==> src/rtl/cpu_ctrl_pkg.sv <==
// Shared constants for the hardwired control unit: opcodes, ALU operation
// codes, IR field positions and the sequencer state encoding.
package cpu_ctrl_pkg;

   localparam int OPC_LSB = 27;
   localparam int RA_LSB  = 23;
   localparam int RB_LSB  = 19;
   localparam int RC_LSB  = 15;
   localparam int OPC_W   = 5;
   localparam int RIDX_W  = 4;

   localparam logic [OPC_W-1:0] OPC_ADD = 5'b00011;
   localparam logic [OPC_W-1:0] OPC_SUB = 5'b00100;
   localparam logic [OPC_W-1:0] OPC_AND = 5'b00101;
   localparam logic [OPC_W-1:0] OPC_OR  = 5'b00110;
   localparam logic [OPC_W-1:0] OPC_MUL = 5'b01111;
   localparam logic [OPC_W-1:0] OPC_DIV = 5'b10000;
   localparam logic [OPC_W-1:0] OPC_NEG = 5'b10001;
   localparam logic [OPC_W-1:0] OPC_NOT = 5'b10010;

   localparam logic [4:0] ALU_ADD = 5'b00000;
   localparam logic [4:0] ALU_SUB = 5'b00001;
   localparam logic [4:0] ALU_AND = 5'b00010;
   localparam logic [4:0] ALU_OR  = 5'b00011;
   localparam logic [4:0] ALU_MUL = 5'b00110;
   localparam logic [4:0] ALU_DIV = 5'b00111;
   localparam logic [4:0] ALU_NEG = 5'b01000;
   localparam logic [4:0] ALU_NOT = 5'b01001;

   typedef enum logic [3:0] {
      ST_RST  = 4'd0,
      ST_T0   = 4'd1,
      ST_T1   = 4'd2,
      ST_T2   = 4'd3,
      ST_T3   = 4'd4,
      ST_T4   = 4'd5,
      ST_T5   = 4'd6,
      ST_T6   = 4'd7,
      ST_HALT = 4'd8
   } state_e;

   typedef enum logic [1:0] {
      CLS_ALU3,
      CLS_MULDIV,
      CLS_UNARY,
      CLS_ILLEGAL
   } instr_cls_e;

   function automatic instr_cls_e classify(input logic [OPC_W-1:0] opc);
      case (opc)
         OPC_ADD, OPC_SUB, OPC_AND, OPC_OR: classify = CLS_ALU3;
         OPC_MUL, OPC_DIV:                  classify = CLS_MULDIV;
         OPC_NEG, OPC_NOT:                  classify = CLS_UNARY;
         default:                           classify = CLS_ILLEGAL;
      endcase
   endfunction

   function automatic logic [4:0] alu_op(input logic [OPC_W-1:0] opc);
      case (opc)
         OPC_SUB: alu_op = ALU_SUB;
         OPC_AND: alu_op = ALU_AND;
         OPC_OR:  alu_op = ALU_OR;
         OPC_MUL: alu_op = ALU_MUL;
         OPC_DIV: alu_op = ALU_DIV;
         OPC_NEG: alu_op = ALU_NEG;
         OPC_NOT: alu_op = ALU_NOT;
         default: alu_op = ALU_ADD;
      endcase
   endfunction

endpackage

==> src/rtl/reg_select_decoder.sv <==
// Converts a 4-bit register index into an NREG-wide one-hot enable; all
// zeros when en is low or the index is beyond NREG.
module reg_select_decoder
   import cpu_ctrl_pkg::*;
#(
   parameter int NREG = 16
) (
   input  logic [RIDX_W-1:0] idx,
   input  logic              en,
   output logic [NREG-1:0]   onehot
);

   for (genvar g = 0; g < NREG; g++) begin : g_bit
      assign onehot[g] = en && (int'(idx) == g);
   end

endmodule

==> src/rtl/control_sequencer.sv <==
// Hardwired fetch/execute sequencer driving datapath strobes from state and IR.
// Define CU_INSTR_COUNT_EN to build the retired-instruction counter.
module control_sequencer
   import cpu_ctrl_pkg::*;
#(
   parameter int NREG  = 16,
   parameter int CNT_W = 32
) (
   input  logic             Clock,
   input  logic             Clear,
   input  logic [31:0]      IR,
   input  logic             Stop,
   output logic             PCout,
   output logic             MDRout,
   output logic             ZLowout,
   output logic             ZHighout,
   output logic             MARin,
   output logic             MDRin,
   output logic             IRin,
   output logic             PCin,
   output logic             Yin,
   output logic             ZLowin,
   output logic             ZHighin,
   output logic             LOin,
   output logic             HIin,
   output logic             IncPC,
   output logic             Read,
   output logic [4:0]       OP,
   output logic [NREG-1:0]  Rin,
   output logic [NREG-1:0]  Rout,
   output logic             Run,
   output logic             Illegal,
   output logic [CNT_W-1:0] InstrCount,
   output state_e           state_dbg
);

   state_e            state_q, state_d;
   instr_cls_e        cls;
   logic [OPC_W-1:0]  opcode;
   logic [RIDX_W-1:0] ra, rb, rc, rout_idx;
   logic              rin_en, rout_en, last_exec;
   logic              illegal_q;
   logic              unused_ir_bits;

   assign opcode         = IR[OPC_LSB +: OPC_W];
   assign ra             = IR[RA_LSB +: RIDX_W];
   assign rb             = IR[RB_LSB +: RIDX_W];
   assign rc             = IR[RC_LSB +: RIDX_W];
   assign unused_ir_bits = ^IR[RC_LSB-1:0];
   assign cls            = classify(opcode);
   assign state_dbg      = state_q;
   assign Illegal        = illegal_q;

   always_ff @(posedge Clock) begin
      if (Clear) begin
         state_q   <= ST_RST;
         illegal_q <= 1'b0;
      end else begin
         state_q <= state_d;
         if (state_q == ST_T3 && cls == CLS_ILLEGAL)
            illegal_q <= 1'b1;
      end
   end

   always_comb begin
      state_d   = state_q;
      last_exec = 1'b0;
      PCout = 1'b0; MDRout = 1'b0; ZLowout = 1'b0; ZHighout = 1'b0;
      MARin = 1'b0; MDRin = 1'b0; IRin = 1'b0; PCin = 1'b0; Yin = 1'b0;
      ZLowin = 1'b0; ZHighin = 1'b0; LOin = 1'b0; HIin = 1'b0;
      IncPC = 1'b0; Read = 1'b0;
      OP       = 5'b00000;
      rin_en   = 1'b0;
      rout_en  = 1'b0;
      rout_idx = rb;
      Run      = (state_q != ST_RST) && (state_q != ST_HALT);
      case (state_q)
         ST_RST: state_d = ST_T0;
         ST_T0: begin
            PCout = 1'b1; MARin = 1'b1; IncPC = 1'b1; ZLowin = 1'b1; ZHighin = 1'b1;
            state_d = ST_T1;
         end
         ST_T1: begin
            ZLowout = 1'b1; PCin = 1'b1; Read = 1'b1; MDRin = 1'b1;
            state_d = ST_T2;
         end
         ST_T2: begin
            MDRout = 1'b1; IRin = 1'b1;
            state_d = ST_T3;
         end
         ST_T3: begin
            case (cls)
               CLS_ALU3:   begin rout_en = 1'b1; Yin = 1'b1; end
               CLS_MULDIV: begin rout_en = 1'b1; rout_idx = ra; Yin = 1'b1; end
               CLS_UNARY: begin
                  rout_en = 1'b1; OP = alu_op(opcode); ZLowin = 1'b1; ZHighin = 1'b1;
               end
               default: ;
            endcase
            state_d = (cls == CLS_ILLEGAL) ? ST_HALT : ST_T4;
         end
         ST_T4: begin
            if (cls == CLS_UNARY) begin
               ZLowout = 1'b1; rin_en = 1'b1; last_exec = 1'b1;
            end else begin
               rout_en  = 1'b1;
               rout_idx = (cls == CLS_MULDIV) ? rb : rc;
               OP = alu_op(opcode); ZLowin = 1'b1; ZHighin = 1'b1;
               state_d = ST_T5;
            end
         end
         ST_T5: begin
            ZLowout = 1'b1;
            if (cls == CLS_ALU3) begin
               rin_en = 1'b1; last_exec = 1'b1;
            end else begin
               LOin = 1'b1;
               state_d = ST_T6;
            end
         end
         ST_T6: begin
            ZHighout = 1'b1; HIin = 1'b1; last_exec = 1'b1;
         end
         ST_HALT: state_d = ST_HALT;
         default: state_d = ST_RST;
      endcase
      // Stop only takes effect at an instruction boundary.
      if (last_exec)
         state_d = Stop ? ST_HALT : ST_T0;
   end

   reg_select_decoder #(.NREG(NREG)) u_rin_dec (
      .idx    (ra),
      .en     (rin_en),
      .onehot (Rin)
   );

   reg_select_decoder #(.NREG(NREG)) u_rout_dec (
      .idx    (rout_idx),
      .en     (rout_en),
      .onehot (Rout)
   );

`ifdef CU_INSTR_COUNT_EN
   logic [CNT_W-1:0] count_q;

   always_ff @(posedge Clock) begin
      if (Clear)
         count_q <= '0;
      else if (last_exec)
         count_q <= count_q + CNT_W'(1);
   end

   assign InstrCount = count_q;
`else
   assign InstrCount = '0;
`endif

endmodule

==> config.mk <==
export PLATFORM = sky130hd
export DESIGN_NAME = control_sequencer
export DESIGN_NICKNAME = d
export VERILOG_FILES = /design/src/rtl/cpu_ctrl_pkg.sv /design/src/rtl/reg_select_decoder.sv /design/src/rtl/control_sequencer.sv
export SDC_FILE = /design/constraint.sdc
export NUM_CORES = 1
export LEC_CHECK = 0
export BUFFER_PORTS_ARGS = -buffer_cell sky130_fd_sc_hd__buf_2
export CORE_ASPECT_RATIO = 1.5
export CORE_MARGIN = 5
export CORE_UTILIZATION = 41
export DETAILED_ROUTE_END_ITERATION = 10
export PLACE_DENSITY = 0.86
export SYNTH_ARGS = -nofsm -noshare
export SYNTH_HDL_FRONTEND = slang
export SYNTH_HIERARCHICAL = 1
export SYNTH_SLANG_ARGS = --single-unit
==> constraint.sdc <==
create_clock -name Clock -period 4.7 [get_ports Clock]
set_clock_uncertainty 0.1 [all_clocks]
set_input_delay 0.235 -clock Clock [delete_from_list [all_inputs] [get_ports Clock]]
set_output_delay 0.235 -clock Clock [all_outputs]
set_load 0.005 [all_outputs]
---- Yosys cells after proc, flatten, opt, wreduce, memory -nomap -nowiden ----
Memories as Yosys holds them, arrays and structs flattened.
Index checks and enable logic that the tools add are counted.
cells by class
  eq/ne operators ......................... 52
  muxes and demuxes ....................... 31
  reduce and logical (&&, ||, !) cells .... 43
operator list
  operator                                                               count
  4-bit equality test, second input constant                             17
  4-bit by 3-bit equality test with 1-bit output, second input constant  12
  4-bit two-way mux                                                      9
  4-bit one-hot mux with 9 select lines                                  1
  1-bit logical AND                                                      34
  4-bit one-hot mux with 7 select lines                                  1
  4-bit by 2-bit equality test with 1-bit output, second input constant  6
  5-bit by 3-bit equality test with 1-bit output, second input constant  3
  5-bit equality test, second input constant                             3
  4-bit by 1-bit equality test with 1-bit output, second input constant  3
  4-bit logical NOT                                                      3
  1-bit two-way mux                                                      12
  5-bit one-hot mux with 2 select lines                                  1
  4-bit one-hot mux with 2 select lines                                  1
  3-bit inequality test, second input constant                           2
  1-bit one-hot mux with 2 select lines                                  3
  1-bit one-hot mux with 3 select lines                                  2
  5-bit by 4-bit equality test with 1-bit output, second input constant  1
  5-bit two-way mux                                                      1
  2-bit equality test, second input constant                             2
  4-bit inequality test, second input constant                           1
  4-bit nonzero test                                                     1
  2-bit OR reduction                                                     2
  3-bit AND reduction                                                    1
  4 further kinds                                                        4
word-level totals
  flip-flop bits (word level) ............. 5
  bits in read-only memories .............. 64
  output and inout bits ................... 90
  logic and storage cells ................. 129
  memories kept ........................... 1
memory list
  memory            depth  width  read ports  clocked after memory_dff  wr ports  RTL line            source
  (name not given)  32     2      1           0                         0         cpu_ctrl_pkg.sv:50  case (opc)

---- Logic depth before layout (Yosys ltp) ----
Gate-level depths: netlist of the first run.
An unclocked memory read counts as a cell.
  word-level depth ........................ 7
  mapped depth ............................ 10
  depth with buffers taken out ............ 9

---- Hierarchy ----
Netlist of the first run, hierarchy kept.
modules (own cells, without submodules)
  module              instances  cells an instance  area an instance (µm²)
  control_sequencer   1          158                1147.4
  reg_select_decoder  2          23                 117.6

---- Worst setup path before layout of the first run ----
No wires, ideal clock.
  path type ............................... input to output
  start ................................... input port IR[27]
  end ..................................... output port Rout[1]
  arrival ................................. 2.381 ns
  required time ........................... 4.365 ns
  slack ................................... 1.984 ns
  stages .................................. 10
  path buffers ............................ 1
  cell sequence ........................... inv_1 ha_1 and4bb_2 a31oi_4 buf_4 a21bo_2 mux2i_2 o221ai_1 or3b_4 nor2_1
on the way
  word-level cells in the longest chain between the ends .. 7
  elaborated cells on any way between the ends .. 14
  those cells by class .................... eq/ne (3); mux (7); reduce/logical (3); memory (1)
RTL lines
  item                                              RTL line                                           source
  from (decl)                                       control_sequencer.sv:11                            input logic [31:0] IR,
  memory 32 x 2 bit *                               n/a
  2-bit by 1-bit equality test with 1-bit output    control_sequencer.sv:92, control_sequencer.sv:107
  4-bit two-way mux                                 control_sequencer.sv:107                           rout_idx = (cls == CLS_MULDIV) ? rb : rc;
  4-bit two-way mux                                 control_sequencer.sv:103                           if (cls == CLS_UNARY) begin
  4-bit one-hot mux with 2 select lines *           control_sequencer.sv:77                            case (state_q)
  named net rout_idx[3]                             control_sequencer.sv:40                            logic [RIDX_W-1:0] ra, rb, rc, rout_idx;
  4-bit by 2-bit equality test with 1-bit output *  reg_select_decoder.sv:14                           assign onehot[g] = en && (int'(idx) == g);
  1-bit logical AND *                               reg_select_decoder.sv:14
  to (decl)                                         control_sequencer.sv:30                            output logic [NREG-1:0] Rout,
The timed path passes the listed nets; every way through them passes the cells marked *.

---- Worst setup path after layout of the first run ----
  start ................................... input port IR[27]
  end ..................................... output port Rout[0]
on the way
  word-level cells in the longest chain between the ends .. 7
  elaborated cells on any way between the ends .. 14
  those cells by class .................... eq/ne (2); mux (7); reduce/logical (4); memory (1)
RTL lines
  item                                            RTL line
  memory 32 x 2 bit *                             n/a
  2-bit by 1-bit equality test with 1-bit output  control_sequencer.sv:92, control_sequencer.sv:107
  4-bit two-way mux                               control_sequencer.sv:107
  4-bit two-way mux                               control_sequencer.sv:103
  4-bit one-hot mux with 2 select lines *         control_sequencer.sv:77
  named net rout_idx[3]                           control_sequencer.sv:40
  4-bit logical NOT *                             reg_select_decoder.sv:14
  1-bit logical AND *                             reg_select_decoder.sv:14
Marked as above.

==> metrics.yaml, run 1 <==
synth_top_family_by_area: "simple AND/OR/NAND/NOR gates"
setup_slack_ps: 1540
ys_types: 42
yosysWarnings: 6
required_ps: 4370
report.final.hold_viol_count: 0
die_y_um: 81.1
gr-usage-all-layers_pct: 14.8
rsz0062_at_grt: "no"
drc: 0
drt-initial-drc-count: 36
synthTopCellsByArea: "buf_4, nor2_1, dfxtp_1"
total_power_uw: 225
cp-start-kind: "input pin"
avgSynthCellArea_um2: 6.78
syn_inst: 204
syn2layout_area_growth_pct: 17.6
cts_sinks: 5
cp.arrival_ps: 2830
gr-total-overflow: 0
fmax_ghz: 0.316
outcome: "finished, final reports clean"
slew_headroom_pct: 51.8
min-delay-start: "Clear"
path_cells: "buf_2 -> inv_1 -> ha_1 -> and4bb_2 -> a31oi_4 -> a21bo_2 -> mux2i_2 -> o221ai_1 -> or3b_4 -> nor3_2 -> buf_2"
drive_gt1_share_pct: 36.3
holdBufCountCts: 0
startpoint: "IR[27]"
insertion_delay_ps: 230
fin_area_um2: 1630
synth_seq_cells: 5
h-tree-depth: 1
wl_per_cell_um: 11.6
cts_setup_buffers: 0
synth_top_area_share_pct: 23.9
vias_per_cell: 4.77
cts_tree: "built"
synth.mux.area_fraction_pct: 1.72
gp_congestion: 0.786
worst_pin_slew_ps: 716
numCtsBuffers: 3
synthXorXnorAreaFrac_pct: 1.27
power.density_nw_per_um2: 138
synth_area_leader_cell: "buf_4"
antenna_found_initial: 0
coreArea_um2: 3190
path_common_cell: "buf_2"
fillers: 339
io_pins: 125
worstSetupEndpointType: "output port"
criticalPathCategory: "input pin to output port"
setup_viol: 0
finalSetupTns_ps: 0
start_util_pct: 43.3
clk_path_buf_depth: 2
async_flop_share_pct: 0
synthFlopType: "dfxtp_1"
crit_fanout: 11
rows: 25
wl_um: 3610
crit_slowest_cell: "or3b_4"
vdd_ir_drop_max_mv: 0.112
die_w_um: 57.4
dp_hpwl_um: 3040
synthAdderAreaFrac_pct: 4.52
final_nets: 311
synth-compound-area-share_pct: 14.1
dieArea_um2: 4660
synth_edf_count: 0
routed-via-count: 1478
clk_pin_slew_ps: 30
ant_nets: 0
root_buffer: "clkbuf_8"
cap_violations: 0
synthesis.area_um2: 1380
synthSimpleGateAreaFrac_pct: 41.5
grt_max_degree: 12
hold_class: "input pin to flop"
grt_pass1_wl_um: 5720
synth-seq-area-share_pct: 7.24
slowest_delay_ps: 470
port_buffers: 76
critPathTopFamily: "compound AO/OA/AOI/OAI gates"
p_leak_uw: 0.000910
maxSlewViolCount: 0
place_ws_ps: 1530
rr_startpoint: "state_dbg[0]"
dpl_cell_area_um2: 1580
n_antenna_cell: 0
grt_pass1_vias: 1340
cts_resized: 0
period_needed_ps: 3160
whs_ps: 162
cp.buffers_inverters: 3
drt_pass1_iterations: 4
finalCritPeriodShare_pct: 67.3
registers in the layout (all words and copies together) (netlist names):
register   count
Illegal        1
state_dbg      4
per-stage QoR:
stage	utilization, %	std cells
4_1_cts	50.9	310
3_5_place_dp	49.5	306
3_3_place_gp	49.5	306
2_1_floorplan	-	236
6_report	50.9	310
5_1_grt	50.9	310
final timing paths:
kind                            depth (start not counted)  slack (ps)      endpoint
worst max register to register                          5        2780  state_dbg[0]
worst min-delay path                                    2         160       Illegal
worst min register to register                          2         350       Illegal
worst max-delay path                                   11        1540       Rout[0]
layout make-up:
class	instances	area, µm²	area share, %
Clock buffer	4	45.0	2.77
Multi-Input combinational cell	171	997	61.4
Sequential cell	5	100	6.16
Tap cell	40	50.0	3.08
Timing Repair Buffer	76	380	23.4
Inverter	14	52.6	3.23
cells by family after synthesis:
family,count (synthesis)
buffers and inverters,60
multiplexers,2
XOR/XNOR,2
other,1
adder cells (fa/ha/maj),5
AND/OR/NAND/NOR,106
flip-flops,5
AO/OA/AOI/OAI,23
synthesized netlist by cell type (2+ instances only):
cell,number
nand2b_1,8
a21oi_1,6
o221ai_1,4
nor3_1,12
inv_1,14
nor3b_1,2
nor3_2,2
ha_1,5
o21ai_0,2
nand2_1,10
dfxtp_1,5
or3b_4,4
buf_4,44
xnor2_1,2
nand3b_1,5
or2_2,3
and2b_2,2
buf_6,2
nor2_1,39
nand3_1,11
where the power goes:
part           internal [µW]  switching [µW]
combinational           37.4            55.1
sequential              45.1            5.92
clock                   58.4            23.2
total                    141            84.2
placed cells by master, fill, tap and decap left out, types with 2 or more instances in the layout:
| cell type | instances |
|---|---|
| a21oi_1 | 6 |
| and2b_2 | 2 |
| buf_2 | 76 |
| clkbuf_8 | 3 |
| conb_1 | 33 |
| dfxtp_1 | 5 |
| ha_1 | 5 |
| inv_1 | 14 |
| nand2_1 | 10 |
| nand2b_1 | 8 |
| nand3_1 | 11 |
| nand3b_1 | 5 |
| nor2_1 | 39 |
| nor3_1 | 12 |
| nor3_2 | 2 |
| nor3b_1 | 2 |
| o21ai_0 | 2 |
| o221ai_1 | 4 |
| or2_2 | 3 |
| or3b_4 | 4 |
| xnor2_1 | 2 |
routing by layer:
metal,wire length (µm),vias up,share of wire [%],GRT usage [%]
li1,-,747,-,-
met1,1260,669,35,14.9
met2,2010,59,56,30.0
met3,303,3,8.4,2.38
met4,29,0,0.80,4.64
met5,0,-,0,0
Note: power is estimated with default switching activity, not from simulation.
==> inputs of run 2 (changes only) <==
--- a/config.mk
+++ b/config.mk
@@ -8,9 +8,9 @@
 export BUFFER_PORTS_ARGS = -buffer_cell sky130_fd_sc_hd__buf_2
 export CORE_ASPECT_RATIO = 1.5
 export CORE_MARGIN = 5
-export CORE_UTILIZATION = 41
+export CORE_UTILIZATION = 38
 export DETAILED_ROUTE_END_ITERATION = 10
-export PLACE_DENSITY = 0.86
+export PLACE_DENSITY = 0.81
 export SYNTH_ARGS = -nofsm -noshare
 export SYNTH_HDL_FRONTEND = slang
 export SYNTH_HIERARCHICAL = 1
==> constraint.sdc (replaced) <==
create_clock -name Clock -period 3.04 [get_ports Clock]
set_clock_uncertainty 0.1 [all_clocks]
set_input_delay 0.152 -clock Clock [delete_from_list [all_inputs] [get_ports Clock]]
set_output_delay 0.152 -clock Clock [all_outputs]
set_load 0.005 [all_outputs]
==> run 2 against run 1 <==
Compared with the run above:
- count of clock-buffer cells in the layout unchanged
- global-route usage down 0.67 points
- cell count up 2.3%
- core utilization down 2.5 points
- register-to-register slack worse by 1700 ps
- clock power up 54%
- non-clock buffer count up 5
- critical path type unchanged
==> metrics.yaml, run 2 (same netlist as run 1, synthesis figures left out) <==
syn2layout_area_growth_pct: 20.8  # was 17.6%
final_cell_mix: "buf_2, nor2_1, conb_1, inv_1, nor3_1"  # unchanged
ant_nets: 0  # unchanged
vias_per_cell: 4.74  # was 4.77
rr_startpoint: "state_dbg[0]"  # unchanged
drt_pass1_iterations: 4  # unchanged
report.final.hold_viol_count: 0  # unchanged
fmax_ghz: 0.363
grt_pass1_wl_um: 5790  # was 5720 µm
cp-start-kind: "input pin"  # unchanged
slew_headroom_pct: 53.9  # was 51.8%
wl_um: 3650  # was 3610 µm
root_buffer: "clkbuf_8"  # unchanged
port_buffers: 76  # unchanged
finalSetupTns_ps: 0  # unchanged
dp_cells: 313  # was 306
setup_viol: 0  # unchanged
dp_hpwl_um: 3180  # was 3040 µm
whs_ps: 76.0  # was 162 ps
cts_resized: 0  # unchanged
period_needed_ps: 2760
clk_path_buf_depth: 2  # unchanged
routed-via-count: 1501  # was 1478
gr-total-overflow: 0  # unchanged
cts_tree: "built"  # unchanged
r2r-end: "state_dbg[0]"  # unchanged
die_y_um: 83.9  # was 81.1 µm
crit_fanout: 4  # was 11
rr_worst_depth: 5  # unchanged
outcome: "finished, final reports clean"  # unchanged
p_leak_uw: 0.000939  # was 0.000910 µW
vdd_ir_drop_max_mv: 0.190  # was 0.112 mV
wl_per_cell_um: 11.5  # was 11.6 µm
reg2reg_setup_slack_ps: 1100  # was 2780 ps
final_nets: 316  # was 311
coreArea_um2: 3450  # was 3190 µm²
hold_class: "input pin to flop"  # unchanged
min-delay-start: "Clear"  # unchanged
drive_gt1_share_pct: 37.8  # was 36.3%
cp.arrival_ps: 2510  # was 2830 ps
power.density_nw_per_um2: 211  # was 138 nW/µm²
cts_sinks: 5  # unchanged
h-tree-depth: 1  # unchanged
insertion_delay_ps: 230  # about the same
cts_setup_buffers: 0  # unchanged
rsz0062_at_grt: "no"  # unchanged
clk_pin_slew_ps: 40  # was 30 ps
maxSlewViolCount: 0  # unchanged
rows: 26  # was 25
antenna_found_initial: 0  # unchanged
worstSetupEndpointType: "output port"  # unchanged
finalCritPeriodShare_pct: 90.7
io_pins: 125  # unchanged
holdPathEnd: "Illegal"  # unchanged
drc: 0  # unchanged
start_util_pct: 40.1  # was 43.3%
numCtsBuffers: 3  # unchanged
die_w_um: 59.3  # was 57.4 µm
dieArea_um2: 4970  # was 4660 µm²
required_ps: 2790  # was 4370 ps
cap_violations: 0  # unchanged
layout_commonest_cell: "buf_2"  # unchanged
worst_pin_slew_ps: 685  # was 716 ps
n_antenna_cell: 0  # unchanged
grt_max_degree: 12  # unchanged
largest_reg_flops: 4  # unchanged
grt_pass1_vias: 1366  # was 1340
criticalPathCategory: "input pin to output port"  # unchanged
stdcell_count: 317  # was 310
gp_congestion: 0.798  # was 0.786
hold_depth: 2  # unchanged
drt-initial-drc-count: 32  # was 36
holdBufCountCts: 0  # unchanged
gr-usage-all-layers_pct: 14.2  # was 14.8%
run 2: changes by cell type in the layout (fill, tap and decap cells not counted), sizes merged:
cell / change
buf: +5
run 2: area by class of cell:
| cell class | count | area, µm² |
|---|---|---|
| Clock buffer | 4 | 45.0 |
| Fill cell | 390 | 1780 |
| Inverter | 14 | 52.6 |
| Multi-Input combinational cell | 171 | 1000 |
| Sequential cell | 5 | 100 |
| Tap cell | 42 | 52.6 |
| Timing Repair Buffer | 81 | 418 |
run 2: worst max path at each step:
stage | start | to | depth (start not counted)
finish | IR[27] | Rout[2] | 11
global route | IR[27] | Rout[2] | 11
CTS | state_dbg[2] | Rout[2] | 7
detailed placement | IR[27] | Rout[2] | 11
global placement | IR[27] | Rout[0] | 11
floorplan | IR[27] | Rout[1] | 10
run 2: through the flow:
| stage | power, µW | cell area (µm²) | util (%) | setup WS (ps) |
|---|---|---|---|---|
| global placement | 223 | 1620 | 47.0 | 311 |
| global route | 379 | 1670 | 48.4 | 113 |
| detailed placement | 226 | 1620 | 47.0 | 260 |
| floorplan | 217 | 1500 | - | 490 |
| finish | 353 | 1670 | 48.4 | 282 |
| CTS | 354 | 1670 | 48.3 | 175 |
run 2: report_power, final:
part	switching, µW	leakage, µW	internal [µW]
registers	6.24	0.0000409	69.7
clock network	36.1	0.0000228	90.3
logic	88.9	0.000875	61.9
total	131	0.000939	222
run 2: layer usage:
layer  up-vias  GRT usage [%]  wire [µm]
li1        759              -          -
met2        57           26.8       2030
met3         7           1.55        284
met5         -              0          0
met4         0           5.57         57
met1       678           15.0       1280
run 2: critical path, stage by stage:
cell	delay [ps]
buf_2	120
inv_1	60
ha_1	310
and4bb_2	250
a31oi_4	140
a21bo_2	260
mux2i_2	260
o221ai_1	230
or3b_4	470
nor2_1	120
buf_2	120
==> inputs of run 3 (changes only) <==
--- a/config.mk
+++ b/config.mk
@@ -5,7 +5,7 @@
 export SDC_FILE = /design/constraint.sdc
 export NUM_CORES = 1
 export LEC_CHECK = 0
-export BUFFER_PORTS_ARGS = -buffer_cell sky130_fd_sc_hd__buf_2
+export BUFFER_PORTS_ARGS = -buffer_cell sky130_fd_sc_hd__buf_4
 export CORE_ASPECT_RATIO = 1.5
 export CORE_MARGIN = 5
 export CORE_UTILIZATION = 38
==> run 3 against run 2 <==
Compared with the run above:
- core utilization is 5.6 points higher
- sequential power is 2% lower
- combinational power is 13% higher
- final area is 12% higher
- highest routed layer unchanged
- clock power is 3% lower
- count of clock-buffer cells in the layout stayed put
- worst setup slack better by 13 ps
- die area stayed put
- sequential cell count stayed put
- global-route usage is 0.68 points higher
==> metrics.yaml, run 3 (same netlist as run 1, synthesis figures left out) <==
switching_share_pct: 35.0  # was 37.2%
io_pins: 125  # unchanged
path_cells: "buf_4 -> inv_1 -> ha_1 -> and4bb_2 -> a31oi_4 -> a21bo_2 -> mux2i_2 -> o221ai_1 -> or3b_4 -> nor3_2 -> buf_4"  # was buf_2 -> inv_1 -> ha_1 -> and4bb_2 -> a31oi_4 -> a21bo_2 -> mux2i_2 -> o221ai_1 -> or3b_4 -> nor2_1 -> buf_2
cts_setup_buffers: 0  # unchanged
grt_pass1_wl_um: 6130  # was 5790 µm
power.switching_uw: 129  # was 131 µW
die_w_um: 59.3  # unchanged
dieArea_um2: 4970  # unchanged
grt_pass1_vias: 1402  # was 1366
holdBufCountCts: 0  # unchanged
outcome: "finished, final reports clean"  # unchanged
p_seq_share_pct: 20.3  # was 21.5%
path_common_cell: "buf_4"  # was buf_2
cp.arrival_ps: 2490  # was 2510 ps
dpl_cell_area_um2: 1820  # was 1620 µm²
drc: 0  # unchanged
final_cell_mix: "buf_4, nor2_1, conb_1, inv_1, nor3_1"  # was buf_2, nor2_1, conb_1, inv_1, nor3_1
clk_pin_slew_ps: 30  # was 40 ps
coreArea_um2: 3450  # unchanged
numCtsBuffers: 3  # unchanged
cap_violations: 0  # unchanged
finalSetupTns_ps: 0  # unchanged
grt_max_degree: 12  # unchanged
insertion_delay_ps: 220  # was 230 ps
vias_per_cell: 4.70  # was 4.74
wl_per_cell_um: 12.2  # was 11.5 µm
reg2reg_setup_slack_ps: 1090  # was 1100 ps
rr_worst_depth: 5  # unchanged
period_needed_ps: 2750  # was 2760 ps
h-tree-depth: 1  # unchanged
cts_sinks: 5  # unchanged
report.final.hold_viol_count: 0  # unchanged
die_y_um: 83.9  # unchanged
drt-initial-drc-count: 42  # was 32
cts_tree: "built"  # unchanged
pwr-share-clk_pct: 33.2  # was 35.8%
slowest_delay_ps: 470  # about the same
hold_class: "input pin to flop"  # unchanged
cts_resized: 0  # unchanged
setup_viol: 0  # unchanged
routed-via-count: 1494  # was 1501
rows: 26  # unchanged
layout_commonest_cell: "buf_4"  # was buf_2
crit_slowest_cell: "or3b_4"  # unchanged
p_leak_uw: 0.000955  # was 0.000939 µW
finalCritPeriodShare_pct: 90.3  # was 90.7%
power.density_nw_per_um2: 198  # was 211 nW/µm²
ant_nets: 0  # unchanged
start_util_pct: 40.1  # unchanged
final_nets: 317  # was 316
port_buffers: 76  # unchanged
worst_pin_slew_ps: 642  # was 685 ps
criticalPathCategory: "input pin to output port"  # unchanged
drive_gt1_share_pct: 37.7  # was 37.8%
fin_area_um2: 1860  # was 1670 µm²
largest_reg_flops: 4  # unchanged
rsz0062_at_grt: "no"  # unchanged
gr-usage-all-layers_pct: 14.9  # was 14.2%
wl_um: 3890  # was 3650 µm
fmax_ghz: 0.364  # was 0.363 GHz
n_antenna_cell: 0  # unchanged
hold_depth: 2  # unchanged
antenna_found_initial: 0  # unchanged
slew_headroom_pct: 56.8  # was 53.9%
maxSlewViolCount: 0  # unchanged
crit_fanout: 4  # unchanged
root_buffer: "clkbuf_8"  # unchanged
gp_congestion: 0.808  # was 0.798
vdd_ir_drop_max_mv: 0.200  # was 0.190 mV
cp-start-kind: "input pin"  # unchanged
clk_path_buf_depth: 2  # unchanged
drt_pass1_iterations: 4  # unchanged
syn2layout_area_growth_pct: 34.8  # was 20.8%
power.internal_uw: 240  # was 222 µW
worstSetupEndpointType: "output port"  # unchanged
required_ps: 2790  # about the same
gr-total-overflow: 0  # unchanged
dp_hpwl_um: 3350  # was 3180 µm
pwr-share-comb_pct: 46.5  # was 42.7%
[run 3: area by class of cell]
cell class	count	area, µm²
timing repair buffer	82	616
multi-input combinational	171	997
clock buffer	4	45.0
inverter	14	52.6
fill	365	1590
tap	42	52.6
sequential	5	100
[run 3: critical path, delay by kind of cell]
family          cells  cell delay [ps]
fa+ha+maj           1              310
buf+inv             3              300
compound gates      3              630
simple gates        3              840
mux                 1              260
[run 3: layer usage]
layer  global-route usage, %  vias up  share of wire, %
li1                        -      757                 -
met1                    16.1      669                36
met2                    28.3       61                55
met3                    1.55        7               7.1
met4                    4.54        0               1.4
met5                       0        -                 0
[run 3: per-stage QoR]
stage / util [%] / hold WS, ps / setup WS, ps / instances / power (µW)
final: 54.0 / 53.0 / 295 / 318 / 369
after global routing: 54.0 / 59.0 / 136 / 318 / 398
after CTS: 54.0 / 50.4 / 272 / 318 / 370
after detailed placement: 52.7 / 281 / 281 / 314 / 246
after global placement: 52.7 / 272 / 339 / 314 / 242
after floorplan: - / 121 / 490 / 236 / 217
[run 3: worst paths after layout]
path	from	endpoint
min reg2reg	Illegal	Illegal
max	IR[27]	Rout[0]
max reg2reg	state_dbg[0]	state_dbg[0]
min	Clear	Illegal
[run 3: power by group through the flow]
stage	clock network, µW	registers (µW)	logic (µW)
after floorplan	0	73.0	144
after global placement	0	75.2	167
after detailed placement	0	75.6	171
after CTS	124	74.7	171
after global routing	131	75.2	192
final	122	74.8	171
